===== config.mk =====
export PLATFORM = sky130hd
export DESIGN_NAME = bus_arbiter4
export DESIGN_NICKNAME = d
export VERILOG_FILES = /design/src/rtl/bus_arbiter4.sv
export SDC_FILE = /design/constraint.sdc
export NUM_CORES = 1
export LEC_CHECK = 0
export BUFFER_PORTS_ARGS = -buffer_cell sky130_fd_sc_hd__buf_2
export CAP_MARGIN = 40
export CORE_MARGIN = 2
export CORE_UTILIZATION = 54
export DETAILED_ROUTE_END_ITERATION = 8
export PLACE_DENSITY = 0.77
export SYNTH_ARGS = -nofsm -noshare
export SYNTH_HDL_FRONTEND = slang
export SYNTH_SLANG_ARGS = --single-unit

===== constraint.sdc =====
create_clock -name clk -period 2.21 [get_ports clk]
set_clock_uncertainty 0.1 [all_clocks]
set_input_delay 0.1105 -clock clk [delete_from_list [all_inputs] [get_ports clk]]
set_output_delay 0.1105 -clock clk [all_outputs]
set_load 0.03 [all_outputs]

===== src/rtl/bus_arbiter4.sv =====
// bus_arbiter4 - round-robin owner selection for a shared 4-source tri-state bus.
//
// The arbiter turns four level requests into a registered one-hot grant plus
// the select/enable pair for the bus decoder that drives the four bufif1
// drivers. One all-off turnaround cycle separates consecutive owners, and an
// optional hold timeout bounds how long a single owner keeps the bus.
//
// Handshake: req[i] is a level request. Master i holds it high for as long as it
// wants the bus. The master owns the bus exactly while gnt[i] is high. Dropping
// req[i] while granted hands the bus back on the next edge. There is no
// separate done strobe.
//
// Parameters
//   CNT_W     width of the tenure counter
//   MAX_HOLD  longest grant in cycles (0 = no timeout), 0 .. 2^CNT_W-1
//
// Ports
//   clk        in   rising-edge clock
//   rst        in   synchronous active-high reset
//   en         in   arbiter enable; 0 blocks new grants only
//   req[3:0]   in   level requests
//   gnt[3:0]   out  registered one-hot grant, 0 when the bus is unowned
//   sel[1:0]   out  index of the current or last owner (decoder select)
//   bus_en     out  decoder enable, equals |gnt
//   busy       out  high while in GRANT
//   timeout    out  one-cycle pulse when MAX_HOLD revokes a grant
//   dbg_state  out  FSM state: 0 = IDLE, 1 = GRANT, 2 = TURN
module bus_arbiter4 #(
  parameter int CNT_W    = 8,
  parameter int MAX_HOLD = 16
) (
  input  logic       clk,
  input  logic       rst,
  input  logic       en,
  input  logic [3:0] req,
  output logic [3:0] gnt,
  output logic [1:0] sel,
  output logic       bus_en,
  output logic       busy,
  output logic       timeout,
  output logic [1:0] dbg_state
);

  typedef enum logic [1:0] {
    S_IDLE  = 2'd0,
    S_GRANT = 2'd1,
    S_TURN  = 2'd2
  } state_t;

  // Count value on which the last cycle of a full-length tenure is sampled.
  localparam logic             LP_TO_EN = (MAX_HOLD != 0);
  localparam logic [CNT_W-1:0] LP_LAST  = CNT_W'((MAX_HOLD == 0) ? 0 : MAX_HOLD - 1);

  state_t           r_state;
  logic [1:0]       r_ptr;
  logic [CNT_W-1:0] r_cnt;
  logic [3:0]       r_gnt;
  logic [1:0]       r_sel;
  logic             r_bus_en;
  logic             r_busy;
  logic             r_timeout;

  logic [3:0]       w_rot;
  logic [1:0]       w_off;
  logic [1:0]       w_win;
  logic             w_any;
  logic             w_own_req;
  logic             w_cnt_hit;
  logic             w_release;

  // Rotate the requests so that bit 0 is the current highest-priority index.
  // The lowest set bit of the rotated vector is then the round-robin winner.
  always_comb begin
    w_rot = 4'b0000;
    for (int k = 0; k < 4; k++) begin
      w_rot[k] = req[2'(r_ptr + 2'(k))];
    end
  end

  // Scan from the top down so the lowest set offset is the one left in w_off.
  always_comb begin
    w_off = 2'd0;
    for (int k = 3; k >= 0; k--) begin
      if (w_rot[k]) begin
        w_off = 2'(k);
      end
    end
  end

  assign w_win     = r_ptr + w_off;
  assign w_any     = |req;
  assign w_own_req = req[r_sel];
  assign w_cnt_hit = LP_TO_EN && (r_cnt == LP_LAST);
  assign w_release = !w_own_req || w_cnt_hit;

  always_ff @(posedge clk) begin
    if (rst) begin
      r_state   <= S_IDLE;
      r_ptr     <= 2'd0;
      r_cnt     <= '0;
      r_gnt     <= 4'b0000;
      r_sel     <= 2'd0;
      r_bus_en  <= 1'b0;
      r_busy    <= 1'b0;
      r_timeout <= 1'b0;
    end else begin
      r_timeout <= 1'b0;
      case (r_state)
        // IDLE and TURN arbitrate identically. The only difference is that
        // TURN never lingers: without a grant it falls back to IDLE.
        S_IDLE, S_TURN: begin
          if (en && w_any) begin
            r_gnt    <= 4'b0001 << w_win;
            r_sel    <= w_win;
            r_bus_en <= 1'b1;
            r_busy   <= 1'b1;
            r_cnt    <= '0;
            r_state  <= S_GRANT;
          end else begin
            r_state  <= S_IDLE;
          end
        end
        // en and other masters' requests are ignored here. The tenure ends
        // only on the owner's drop or on the hold limit.
        S_GRANT: begin
          r_cnt <= r_cnt + CNT_W'(1);
          if (w_release) begin
            r_gnt     <= 4'b0000;
            r_bus_en  <= 1'b0;
            r_busy    <= 1'b0;
            r_ptr     <= r_sel + 2'd1;
            // A simultaneous voluntary drop counts as voluntary, not a timeout.
            r_timeout <= w_cnt_hit && w_own_req;
            r_state   <= S_TURN;
          end
        end
        default: begin
          r_state <= S_IDLE;
        end
      endcase
    end
  end

  assign gnt       = r_gnt;
  assign sel       = r_sel;
  assign bus_en    = r_bus_en;
  assign busy      = r_busy;
  assign timeout   = r_timeout;
  assign dbg_state = r_state;

endmodule


Word level (Yosys, flattened, before mapping) --
Cells that the tools add are included. Widths: inputs -> output; s select.
Cells by class: reduce and logical (&&, ||, !) cells 13, $lt $le $gt $ge 5, add/subtract/negate cells 6, mux-type cells 25, shift operators 1, equal/unequal tests 5, bitwise logic cells 2
Operator list (count):
- $pmux 8 s2 | 1
- $lt 2x3->1 const B | 5
- $bmux 1 s2 | 5
- $mux 2 | 5
- $add 8x1->8 const B | 1
- $eq 8x4->1 const B | 1
- $mux 1 | 8
- $mux 4 | 2
- $mux 8 | 1
- $pmux 4 s2 | 1
- $reduce_and 2->1 | 3
- $add 2x1->2 const B | 2
- $add 2x2->2 const B | 2
- $ne 2x2->1 const B | 2
- $pmux 2 s2 | 1
- $reduce_or 4->1 | 1
- $shl 1x2->4 const A | 1
- $reduce_and 3->1 | 1
- $reduce_or 3->1 | 1
- $add 2x2->2 | 1
- $eq 2x1->1 const B | 1
- $eq 2x2->1 const B | 1
- $logic_and 1x1->1 | 2
- $logic_not 2->1 | 1
- 6 further kinds | 7
Word-level totals: input port bits 7, output and inout port bits 11, word-level logic and storage cells 64, bits in registers 20

Logic depth before layout (Yosys ltp) --
depth after elaboration 11, gate-level depth with buffers 10, mapped depth without buffers 9

Worst setup path before layout --
No wires, ideal clock.
kind flip-flop to flip-flop, start reg r_ptr[0], end reg r_gnt[3] (netlist: gnt[3]), arrival time 1.814 ns, period minus slack after synthesis 2.032 ns, path slack 0.178 ns, stages on the path, launching flop included 10, cell sequence dfxtp_1 > buf_2 > nor2_1 > a211oi_1 > a21oi_1 > a211o_1 > ha_1 > xor2_1 > xnor2_2 > a32o_1
On the way: word-level cells in the longest chain between the ends 11, elaborated cells on any way between the ends 19, those cells by class add/sub: 4; shift: 1; mux: 14
RTL lines:
- from (decl) | RTL line 55 | logic [1:0] r_ptr;
- from (signal assigned) | RTL line 131 | r_ptr <= r_sel + 2'd1;
- $add 2x2->2 | RTL line 76 | w_rot[k] = req[2'(r_ptr + 2'(k))];
- $bmux 1 s2 | RTL line 76
- $mux 1 (implied by the code) | RTL line 76
- $mux 2 (4 in a row) | RTL line 84 | if (w_rot[k]) begin
- $add 2x2->2 (*) | RTL line 90 | assign w_win = r_ptr + w_off;
- $shl 1x2->4 (*) | RTL line 113 | r_gnt <= 4'b0001 << w_win;
- $mux 4 (*) | RTL line 112 | if (en && w_any) begin
- $pmux 4 s2 (*) | RTL line 108 | case (r_state)
- to (signal assigned) | RTL line 113
- to (decl) | RTL line 57 | logic [3:0] r_gnt;
Every way passes the cells marked *; elsewhere a longest branch is shown, timed or not. The select of a mux whose other input is x is not followed. A chain may end at the register's enable or synchronous reset.

Worst setup path in the final report --
Same ends and word-level chain as after synthesis.

==> metrics <==
Setup crit start kind register; worst setup margin 188 ps; post-synthesis net count 137; Area Growth Syn to Fin 13.0%; worst endpoint data arrival time 2130 ps; port bufs 17; CP Buf/Inv Count 0; Leak 0.515 nW; CTS HTree Levels 1; Final Hold Vio Count 0; vias post-DR 977; vias in the first global route 862; post-synthesis sequential area ratio 37.1%; clock power share 33.8%; post-DP HPWL 1530 um; crit path max-delay cell type dfxtp_2; top cells by area, synth dfxtp_1 37%, nor2_1 8.3%, a21oi_1 4.6%; Synth area leader dfxtp_1; CTS max path bufs 2; count of pins over their slew limit 0; cell area power density 742 nW/um^2; Logic pwr share 22.1%; largest net degree at the start of global routing 21; layout cells sized above 1 25.4%; first-pass GRT wire length 3760 um; io pins 18; Critical Path Max Stage Delay 420 ps; Sw Share 29.4%; fin crit share 91.5%; Rows 16; Unique masters post-synth 44; gr ovfl total 0; Max transition margin 68.6%; Synth Register Bits 20; clock sink count 20; Crit path max-delay family compound AO/OA/AOI/OAI gates; Final Setup Violations 0; CTS tree yes; Routed Antenna Nets 0; total power 0.905 mW; Final min period 2020 ps; Peak Freq 0.495 GHz; Least-Margin Pin Slew 472 ps; number of synthesized flops with an enable pin 0; Critical R2R Launch r_ptr[0]; Routed WL 2260 um; via/cell ratio 5.78; Cell Area, Placed 1170 um^2; die width 48.7 um; hold buffer count at cts 0; Avg Cell Area, Syn 8.44 um^2; remaining routing DRC violations 0; Clk Latency, worst-skew pair 310 ps; RD Place Congestion 0.837; Reg clk slew, reported paths 130 ps; Core Box Area 1920 um^2; Starting DRT DRC Count 33; Avg WL per Cell 13.4 um; worst reg2reg path depth 8; ant diodes 0; R2R Setup Slk 190 ps; switching pwr 0.266 mW; initial antenna violation count 0; unrepaired setup endpoints after global routing false; die height 48.7 um; hold path depth 2; total negative setup slack 0 ps; worst-path maximum fanout 9; Overall Global Routing Usage 20.2%; WHS 77.5 ps; critical-path cell list nor2_1, a211oi_1, a21oi_1, a211o_1, ha_1, xor2_1, xnor2_2, a32o_1; Root Buffer clkbuf_4; Ys Warns 0; total CTS buffers 3; FFs w/ async S/R, synth 0%; internal power 0.639 mW; Crit. End Element register; sequential share of power 44.1%; Worst Path Required 2320 ps; Peak supply drop 448 uV; starting density of the core 56.2%; Primary FF master, synth dfxtp_1; Post-Synthesis Cell Area 1080 um^2; Syn Inst Count 128; drt pass-1 iters 4; most common cell in the synthesized netlist nor2_1; worst r2r dst gnt[3]; fin nets 152; Commonest cells post-synth 24 x nor2_1, 20 x dfxtp_1, 10 x a21oi_1; post-place setup slack 121 ps; outcome complete, no violations; Max Cap Viol 0; top cell type's share of synthesized area 37.1%; type of the worst setup path reg2reg; Worst Hold Endpoint r_ptr[1]; die area 2370 um^2; Hold Path Origin rst; fin area 1220 um^2; HP Class in2reg
==> how the worst max path moves through the flow <==
stage,start,endpoint,slack (ps),cells after the start
6_report,r_ptr[0],gnt[3],190,8
3_3_place_gp,r_ptr[0],gnt[3],160,8
5_1_grt,r_ptr[0],gnt[3],50,8
4_1_cts,r_ptr[0],gnt[3],90,8
3_5_place_dp,r_ptr[0],gnt[3],120,8
2_1_floorplan,r_ptr[0],gnt[3],180,9
==> timing repair <==
| action | 4_1_cts | 5_1_grt |
|---|---|---|
| gates resized for setup | 0 | 1 |
| endpoints found under the hold margin | 0 | 0 |
| buffers inserted | 0 | 0 |
| endpoints found under the setup margin | 0 | 3 |
==> cell type report <==
cell class                      count  area (um^2)
Timing Repair Buffer               19          100
Sequential cell                    20          402
Tap cell                           27         33.8
Inverter                            4         15.0
Fill cell                         180          702
Clock buffer                        3         22.5
Multi-Input combinational cell     95          617
Clock inverter                      1         30.0
==> cell usage in the layout, fill, tap and decap left out, drive strengths merged, types with 2 or more instances in the layout <==
master | netlist | layout
nand3 | 3 | 3
a21oi | 11 | 11
and3 | 2 | 2
ha | 2 | 2
nor3 | 6 | 6
inv | 4 | 4
buf | 7 | 19
nor2 | 24 | 24
or4 | 2 | 2
o2bb2ai | 2 | 2
o21a | 2 | 2
mux2 | 2 | 2
o32ai | 2 | 2
nand2 | 11 | 11
a211o | 2 | 2
nand2b | 4 | 4
and2 | 2 | 2
xnor2 | 2 | 2
clkbuf | 2 | 3
dfxtp | 20 | 20
a311oi | 2 | 2
==> stage by stage <==
stage / instances / util [%]
floorplan: 128 / -
global placement: 165 / 60.7
detailed placement: 165 / 60.7
CTS: 169 / 63.4
global route: 169 / 63.5
finish: 169 / 63.5
==> per-layer routing <==
| layer | routed length (um) | GRT usage [%] |
|---|---|---|
| met5 | 0 | 0 |
| met4 | 38 | 9.52 |
| met3 | 120 | 3.09 |
| met2 | 1060 | 32.0 |
| met1 | 1050 | 27.2 |
==> sequential cells by signal, summed over array words and instances (netlist names) <==
name,flops
r_cnt,8
gnt,4
dbg_state,2
r_ptr,2
sel,2
busy,1
timeout,1
==> power groups by stage <==
| stage | Combinational [mW] | Clock, mW | Sequential [mW] |
|---|---|---|---|
| finish | 0.200 | 0.306 | 0.399 |
| floorplan | 0.131 | 0 | 0.430 |
| global route | 0.217 | 0.324 | 0.402 |
| CTS | 0.200 | 0.311 | 0.399 |
| global placement | 0.193 | 0 | 0.406 |
| detailed placement | 0.197 | 0 | 0.406 |
==> kinds of logic (layout without fill, tap and decap cells) <==
| group | Yosys count | after routing | synth area share [%] |
|---|---|---|---|
| adders and majority gates | 2 | 2 | 2.32 |
| DFF | 20 | 20 | 37.1 |
| AOI/OAI and AO/OA | 28 | 28 | 19.1 |
| muxes | 4 | 4 | 5.10 |
| xor gates and xnor gates | 3 | 3 | 3.13 |
| buffers and inverters | 13 | 27 | 5.79 |
| and+or+nand+nor | 58 | 58 | 27.5 |
(Power assumes the default switching activity.)
